$ cat src/rtl/display_pkg.sv
// Shared definitions for the display arbiter.
// Holds the requester count, data width, FSM state encoding,
// hold-counter width and small index/slice helpers.
package display_pkg;

  localparam int NUM_REQ = 4;
  localparam int DATA_W  = 12;
  localparam int CNT_W   = 16;
  localparam int IDX_W   = 2;

  typedef enum logic [1:0] {
    IDLE = 2'd0,
    HOLD = 2'd1,
    OPEN = 2'd2
  } state_t;

  // One-hot grant vector for a requester index.
  function automatic logic [NUM_REQ-1:0] idx_onehot(input logic [IDX_W-1:0] idx);
    logic [NUM_REQ-1:0] base;
    base = 4'b0001;
    return base << idx;
  endfunction

  // Select one requester's value out of the packed data bus.
  function automatic logic [DATA_W-1:0] data_slice(
    input logic [NUM_REQ*DATA_W-1:0] bus,
    input logic [IDX_W-1:0]          idx
  );
    logic [DATA_W-1:0] val;
    case (idx)
      2'd0:    val = bus[11:0];
      2'd1:    val = bus[23:12];
      2'd2:    val = bus[35:24];
      2'd3:    val = bus[47:36];
      default: val = 12'h000;
    endcase
    return val;
  endfunction

endpackage

$ cat src/rtl/rr_pick.sv
// Combinational round-robin picker.
// Ports:
//   mask   - candidate request bits
//   start  - index where the search begins (wraps modulo NUM_REQ)
//   found  - high when any mask bit is set
//   winner - first set index at or after start
module rr_pick
  import display_pkg::*;
(
  input  logic [NUM_REQ-1:0] mask,
  input  logic [IDX_W-1:0]   start,
  output logic               found,
  output logic [IDX_W-1:0]   winner
);

  logic [IDX_W-1:0] cand_s;

  // Walk the indices from start; the first set bit locks the winner.
  always_comb begin
    found  = 1'b0;
    winner = start;
    cand_s = start;
    for (int i = 0; i < NUM_REQ; i++) begin
      cand_s = start + IDX_W'(i);
      winner = (!found && mask[cand_s]) ? cand_s : winner;
      found  = found | mask[cand_s];
    end
  end

endmodule

$ cat src/rtl/display_arbiter.sv
// Round-robin arbiter choosing which requester drives the hex display.
// A grant is held for at least HOLD_CYCLES cycles (HOLD), then stays open
// until another requester asks (OPEN). Dropping the granted request
// re-arbitrates immediately.
// Ports:
//   clk, rst   - clock and asynchronous active-high reset
//   req        - per-requester level requests
//   req_data   - 12-bit value per requester, packed
//   gnt        - one-hot grant (zero when idle), registered
//   disp_data  - granted requester's value, registered
//   disp_src   - granted requester index, registered
//   disp_valid - high while a grant is held, registered
module display_arbiter
  import display_pkg::*;
#(
  parameter logic [CNT_W-1:0] HOLD_CYCLES = 16'd50000
) (
  input  logic                      clk,
  input  logic                      rst,
  input  logic [NUM_REQ-1:0]        req,
  input  logic [NUM_REQ*DATA_W-1:0] req_data,
  output logic [NUM_REQ-1:0]        gnt,
  output logic [DATA_W-1:0]         disp_data,
  output logic [IDX_W-1:0]          disp_src,
  output logic                      disp_valid
);

  state_t           state_r, state_s;
  logic [CNT_W-1:0] cnt_r, cnt_s;
  logic [IDX_W-1:0] last_r, last_s;
  logic [IDX_W-1:0] idx_s;

  logic [NUM_REQ-1:0] mask_s;
  logic [IDX_W-1:0]   start_s;
  logic               found_s;
  logic [IDX_W-1:0]   win_s;
  logic               held_s;

  // The current holder is excluded from the search; when it has dropped its
  // bit is already low, so one mask serves IDLE, drop and OPEN alike.
  assign mask_s  = req & ~gnt;
  assign start_s = last_r + 2'd1;
  assign held_s  = req[disp_src];

  rr_pick u_pick (
    .mask   (mask_s),
    .start  (start_s),
    .found  (found_s),
    .winner (win_s)
  );

  // Next-state logic: grant, hold countdown, open release and drop handling.
  always_comb begin
    state_s = state_r;
    cnt_s   = cnt_r;
    last_s  = last_r;
    idx_s   = disp_src;
    case (state_r)
      IDLE: begin
        if (found_s) begin
          state_s = HOLD;
          cnt_s   = HOLD_CYCLES - 16'd1;
          last_s  = win_s;
          idx_s   = win_s;
        end else begin
          state_s = IDLE;
        end
      end
      HOLD: begin
        // A drop wins over expiry in the same cycle.
        if (!held_s) begin
          if (found_s) begin
            state_s = HOLD;
            cnt_s   = HOLD_CYCLES - 16'd1;
            last_s  = win_s;
            idx_s   = win_s;
          end else begin
            state_s = IDLE;
          end
        end else if (cnt_r == 16'd0) begin
          state_s = OPEN;
        end else begin
          cnt_s = cnt_r - 16'd1;
        end
      end
      OPEN: begin
        if (found_s) begin
          state_s = HOLD;
          cnt_s   = HOLD_CYCLES - 16'd1;
          last_s  = win_s;
          idx_s   = win_s;
        end else if (!held_s) begin
          state_s = IDLE;
        end else begin
          state_s = OPEN;
        end
      end
      default: begin
        state_s = IDLE;
      end
    endcase
  end

  // State, counter and registered display outputs, all on one edge.
  always_ff @(posedge clk or posedge rst) begin
    if (rst) begin
      state_r    <= IDLE;
      cnt_r      <= 16'd0;
      last_r     <= 2'd3;
      gnt        <= 4'b0000;
      disp_data  <= 12'h000;
      disp_src   <= 2'd0;
      disp_valid <= 1'b0;
    end else begin
      state_r <= state_s;
      cnt_r   <= cnt_s;
      last_r  <= last_s;
      if (state_s != IDLE) begin
        gnt        <= idx_onehot(idx_s);
        disp_data  <= data_slice(req_data, idx_s);
        disp_src   <= idx_s;
        disp_valid <= 1'b1;
      end else begin
        gnt        <= 4'b0000;
        disp_data  <= 12'h000;
        disp_src   <= 2'd0;
        disp_valid <= 1'b0;
      end
    end
  end

endmodule

$ cat config.mk
export PLATFORM = sky130hd
export DESIGN_NAME = display_arbiter
export DESIGN_NICKNAME = d
export VERILOG_FILES = /design/src/rtl/display_pkg.sv /design/src/rtl/rr_pick.sv /design/src/rtl/display_arbiter.sv
export SDC_FILE = /design/constraint.sdc
export NUM_CORES = 1
export LEC_CHECK = 0
export BUFFER_PORTS_ARGS = -buffer_cell sky130_fd_sc_hd__buf_2
export CAP_MARGIN = 20
export CORE_AREA = 10 10 79 81
export DETAILED_ROUTE_END_ITERATION = 7
export DIE_AREA = 0 0 89 91
export PLACE_DENSITY = 0.78
export SYNTH_ARGS = -nofsm -noshare
export SYNTH_HDL_FRONTEND = slang
export SYNTH_SLANG_ARGS = --single-unit
$ cat constraint.sdc
create_clock -name clk -period 3.28 [get_ports clk]
set_input_delay 0.82 -clock clk [delete_from_list [all_inputs] [get_ports clk]]
set_output_delay 0.82 -clock clk [all_outputs]
set_load 0.05 [all_outputs]
# After elaboration in Yosys (flattened, before gate mapping)
# Index checks and enable logic that the tools add are counted.
classes:
  add_sub_neg: 5
  multipliers: 0
  div: 0
  magnitude_cmp: 5
  eq_ne: 7
  shifts: 1
  muxes: 34
  bitwise_logic: 5
  n_reduce_logical: 14
op_table:
  columns: ["operator", "n"]
  rows:
  - ["$mux 16", 3]
  - ["$pmux 12 s4", 1]
  - ["$pmux 16 s2", 1]
  - ["$mux 2", 12]
  - ["$logic_not 16->1", 1]
  - ["$sub 16x1->16 const B", 1]
  - ["$lt 2x3->1 const B", 5]
  - ["$mux 12", 1]
  - ["$bmux 1 s2", 5]
  - ["$pmux 2 s2", 2]
  - ["$mux 1", 7]
  - ["$eq 2x2->1 const B", 3]
  - ["$pmux 2 s3", 1]
  - ["$add 2x1->2 const B", 2]
  - ["$add 2x2->2 const B", 2]
  - ["$and 4x4->4", 1]
  - ["$eq 2x1->1 const B", 2]
  - ["$logic_not 2->1", 2]
  - ["$mux 4", 1]
  - ["$not 4->4", 1]
  - ["$reduce_and 2->1", 2]
  - ["$reduce_bool 2->1", 2]
  - ["$shl 1x2->4 const A", 1]
  - ["$logic_and 1x1->1", 3]
  - ["other kinds (5)", 9]
totals:
  reg_bits: 39
  latchBits: 0
  ram_bits: 0
  romBits: 0
  input_bits: 54
  memories: 0

# Longest topological paths before layout
depth:
  ltp_word: 15
  depth_mapped: 10
  ltp_nobuf: 9

# Modules after synthesis
# Synthesis repeated with hierarchy kept, for this count alone.
unflattened:
  hier_cells: 212
  area_unflattened_um2: 2278.4
modules_own_cells:
  columns: ["module", "instances", "cells_per_inst", "area_each_um2"]
  rows:
  - ["display_arbiter", 1, 196, 2182.1]
  - ["rr_pick", 1, 16, 96.3]

# Worst setup path after synthesis
# OpenSTA, ideal clock, no wires.
synth_timing:
  kind: "input to register"
  startpoint: "input port req[1]"
  endpoint: "register gnt[1]"
  setup_time_ns: 0.137
  arrival_time_ns: 2.480
  required_time_ns: 3.143
  slack_ns: 0.663
  cell_stages: 6
  path_buffers: 2
  cell_sequence: "nor2b_1 a2111oi_2 a22o_1 clkbuf_1 clkbuf_1 nor3_1"
synth_via:
  elab_chain_cells: 13
  word_cells_on_any_way: 34
  cone_classes: "shift (1); mux (22); bitwise (4); reduce/logical (7)"
synth_lines:
  columns: ["element", "line_no", "source"]
  rows:
  - ["start: declaration", "display_arbiter.sv:20", "input logic [NUM_REQ-1:0] req,"]
  - ["$and 4x4->4", "display_arbiter.sv:41", "assign mask_s = req & ~gnt;"]
  - ["$bmux 1 s2 (on tied branches)", null, null]
  - ["$mux 1 (on tied branches)", null, null]
  - ["$logic_not 1->1 / $or 1x1->1 (equally long branches)", "rr_pick.sv:25, rr_pick.sv:26", null]
  - ["$logic_and 1x1->1, or another cell as far along", "rr_pick.sv:25", "winner = (!found && mask[cand_s]) ? cand_s : winner;"]
  - ["$mux 2, or another cell as far along", "rr_pick.sv:25", null]
  - ["$mux 2 / $logic_and 1x1->1 (equally long branches)", "rr_pick.sv:25", null]
  - ["$mux 2", "rr_pick.sv:25", null]
  - ["$mux 2", "display_arbiter.sv:60, display_arbiter.sv:72, display_arbiter.sv:87", null]
  - ["$mux 2", "display_arbiter.sv:71", "if (!held_s) begin"]
  - ["$pmux 2 s2", "display_arbiter.sv:58", "case (state_r)"]
  - ["$shl 1x2->4", "display_pkg.sv:21", "return base << idx;"]
  - ["$mux 4 *", "display_arbiter.sv:118", "if (state_s != IDLE) begin"]
  - ["end signal: assignment", "display_arbiter.sv:119", "gnt <= idx_onehot(idx_s);"]
  - ["end: declaration", "display_arbiter.sv:22", "output logic [NUM_REQ-1:0] gnt,"]
# Every way passes the cells marked *; elsewhere a longest branch is shown, timed or not. The select of a mux whose other input is x is not followed.
# A chain may end at the register's enable or synchronous reset.

# Worst setup path after layout
layout_timing:
  startpoint: "register cnt_r[0]"
  endpoint: "register cnt_r[6]"
layout_via:
  elab_chain_cells: 4
  word_cells_on_any_way: 7
  cone_classes: "add/sub (1); eq/ne (1); mux (3); reduce/logical (2)"
layout_lines:
  columns: ["element", "line_no", "source"]
  rows:
  - ["start: declaration", "display_arbiter.sv:29", "logic [CNT_W-1:0] cnt_r, cnt_s;"]
  - ["start signal: assignment", "display_arbiter.sv:116", "cnt_r <= cnt_s;"]
  - ["$sub 16x1->16", "display_arbiter.sv:83", "cnt_s = cnt_r - 16'd1;"]
  - ["$mux 16", "display_arbiter.sv:80", "end else if (cnt_r == 16'd0) begin"]
  - ["$mux 16", "display_arbiter.sv:71", null]
  - ["$pmux 16 s2", "display_arbiter.sv:58", null]
# Parallel ways exist; a longest one is shown, timed or not. The select of a mux whose other input is x is not followed.

==> impl_metrics.csv <==
group,metric,value,unit
synthesis,ys_types,59,
cts,post_cts_resized,0,
sta,hold_viol,0,
synthesis,ys_ff_latch,39,
final_layout,antenna_cells,0,
synthesis,synth_ff_type,"dfrtp_1",
sta,worst_slack,0.557,ns
detailed_routing,route.vias.total,2249,
sta,relSlewSlack,66.8,%
cts,postCtsSetupBuffers,0,
detailed_routing,postRouteAntennaNets,0,
placed_design,hpwl,4960,µm
cts,cts_sinks,39,
cts,cts_made_buffers,5,
floorplanning,initial_utilization,50.4,%
worst_setup_path,cp.arrival,2.91,ns
placed_design,place_ws,0.333,ns
cts,hold_buffers,0,
worst_setup_path,worst-path-max-fanout,8,
synthesis,syn_nets,312,
worst_setup_path,cp-start-kind,"flop",
synthesis,syn_area_per_cell,9.13,µm²
final_layout,layout.nets,383,
placed_design,place_congestion,0.900,
detailed_routing,wire_per_inst,16.5,µm
worst_setup_path,rr_startpoint,"cnt_r[0]$_DFFE_PP0P_",
sta,period_minus_slack,2.72,ns
floorplanning,io_pins,73,
synthesis,synth.top_cells.by_area,"dfrtp_1 (39%), nand2_1 (5.4%), a311oi_1 (4.1%)",
synthesis,synth_seq_area_share,41.7,%
sta,rsz0062_at_grt,"false",
sta,finClkSkew,0.00298,ns
global_route,track_usage,16.7,%
worst_setup_path,r2r_end,"cnt_r[6]$_DFFE_PP0P_",
worst_setup_path,critPathRequiredTime,3.47,ns
detailed_routing,drt_wl_total,6330,µm
cts,clock_path_buffers,2,
detailed_routing,firstDrtPassIters,5,
final_layout,area_delta_synth_final,22.4,%
floorplanning,die_h,91,µm
final_layout,drive_above_1_share,31.6,%
sta,setup_viol,0,
power,total_power,2970,µW
cts,clk_latency,0.29,ns
global_route,antenna_found_initial,0,
worst_setup_path,criticalPathCategory,"reg -> reg",
cts,cts-root-buf,"clkbuf_8",
floorplanning,rows,25,
global_route,grt_pass1_wl,11200,µm
synthesis,yosys.area.top_type_share,39.4,%
synthesis,synth_edf_count,0,
sta,tightest_slew,0.497,ns
synthesis,syn_area,0.00235,mm²
cts,clk_pin_slew,0.08,ns
synthesis,synthCells,257,
sta,maxSlewViolCount,0,
power,p_per_area,1030,mW/mm²
worst_setup_path,end_kind,"flop",
detailed_routing,drtIter0Drc,181,
worst_setup_path,reg2reg_depth,9,
global_route,first_global_vias,2421,
cts,cts_tree,"built",
global_route,grt_max_degree,30,
sta,fmax,367,MHz
sta,min_period_over_period,83.0,%
detailed_routing,viasPerCell,5.87,
global_route,grt.overflow.total,0,
outcome,status,"finished clean",
floorplanning,core,0.00466,mm²
detailed_routing,drc,0,
synthesis,yosysTopAreaCell,"dfrtp_1",
worst_setup_path,r2r_slack,0.56,ns
sta,fin_tns_setup,0,ns
floorplanning,die-area,0.00810,mm²
synthesis,async_flop_share,100,%
placed_design,io_buffers,72,
hold_path,hp-class,"in -> async",
synthesis,ys.warnings.count,0,
floorplanning,dieWidth,89,µm
power,max-vdd-ir-drop,716,µV
job,timing.max_cap.violations,0,
cts,ctsHtreeMaxLevel,2,
power,leakagePower,0.00131,µW
## worst max-delay path by stage
stage                         startpoint                      end  cells after the start
finish              cnt_r[0]$_DFFE_PP0P_     cnt_r[6]$_DFFE_PP0P_                      9
global route        cnt_r[0]$_DFFE_PP0P_     cnt_r[6]$_DFFE_PP0P_                      9
CTS                 cnt_r[0]$_DFFE_PP0P_     cnt_r[6]$_DFFE_PP0P_                      9
detailed placement                req[0]   disp_data[1]$_DFF_PP0_                      8
global placement                  req[0]  disp_data[11]$_DFF_PP0_                      8
floorplan                         req[1]         gnt[1]$_DFF_PP0_                      6
## per-layer routing
| layer | share of wire [%] | up-vias | global-route usage, % |
|---|---|---|---|
| met1 | 40 | 1058 | 18.8 |
| met4 | 1.4 | 0 | 4.51 |
| met3 | 9.0 | 9 | 7.15 |
| li1 | - | 1088 | - |
| met5 | 0 | - | 0 |
| met2 | 49 | 94 | 27.9 |
## worst max-delay path, cell delays in order, from the launching register on
cell and delay (ns):
dfrtp_1 0.42, inv_1 0.07, ha_1 0.17, or3b_1 0.40
or4b_1 0.67, o21ai_1 0.23, a21oi_1 0.16, nor2_4 0.19
inv_2 0.10, a22o_1 0.21
## cells in the mapped netlist, types with 2 or more instances
master,number
a211oi_1,12
a21boi_0,12
a21oi_1,15
a22o_1,4
a2bb2oi_1,2
a311oi_1,11
a31oi_1,4
and2_1,2
and3_1,2
buf_2,2
buf_6,2
clkbuf_1,9
dfrtp_1,37
dfstp_2,2
inv_1,11
nand2_1,34
nand2b_1,5
nand3_1,2
nand3b_1,2
nor2_1,17
nor2b_1,4
nor3_1,12
nor4_1,3
o211a_1,2
o211ai_1,2
o21a_1,2
o21ai_0,5
o22ai_1,2
o2bb2ai_1,2
o31ai_1,3
o31ai_4,2
or2_2,2
or3_1,2
or4_4,2
## kinds of logic (layout without fill, tap and decap cells)
| group | count (synthesis) | after routing | synth area share (%) |
|---|---|---|---|
| AOI/OAI and AO/OA | 89 | 89 | 29.1 |
| adders and majority gates | 1 | 1 | 0.533 |
| DFF | 39 | 39 | 41.7 |
| buffers and inverters | 28 | 100 | 5.60 |
| muxes | 3 | 3 | 1.87 |
| xor gates and xnor gates | 2 | 2 | 0.746 |
| and+or+nand+nor | 95 | 95 | 20.5 |
## cell usage in the layout (no fill, tap or decap), types with 5 or more instances in the layout
cell      count
nand2b_1      5
buf_4         7
o21ai_0       5
nor2_1       17
dfrtp_1      37
a21boi_0     12
inv_1        11
a311oi_1     11
a211oi_1     12
a21oi_1      15
buf_2        72
nand2_1      34
nor3_1       12
clkbuf_8      5
## final cells by class
cell class | count | area [µm²]
flip-flops and latches | 39 | 978
clock inverters | 3 | 43.8
well taps | 54 | 67.6
inverters | 12 | 45.0
clock buffers | 5 | 68.8
multi-input cells | 190 | 1240
fillers | 379 | 1790
repair buffers | 80 | 433
## flip-flops by register name, indices dropped and copies added (netlist names)
register / count
state_r: 2
gnt: 4
disp_src: 2
disp_data: 12
disp_valid: 1
cnt_r: 16
last_r: 2
## metrics by stage
| stage | utilization, % | hold WS (ns) | instances | area, µm² |
|---|---|---|---|---|
| detailed placement | 59.2 | 0.521 | 375 | 2760 |
| global placement | 59.2 | 0.512 | 375 | 2760 |
| CTS | 61.7 | 0.367 | 383 | 2870 |
| finish | 61.7 | 0.366 | 383 | 2870 |
| global route | 61.7 | 0.370 | 383 | 2870 |
| floorplan | - | 0.477 | 257 | 2350 |
## report_power, final
group / switching, µW / internal [µW]
Sequential: 116 / 653
Combinational: 1200 / 601
Clock: 179 / 227
No activity file was read; power rests on OpenSTA's default activity.
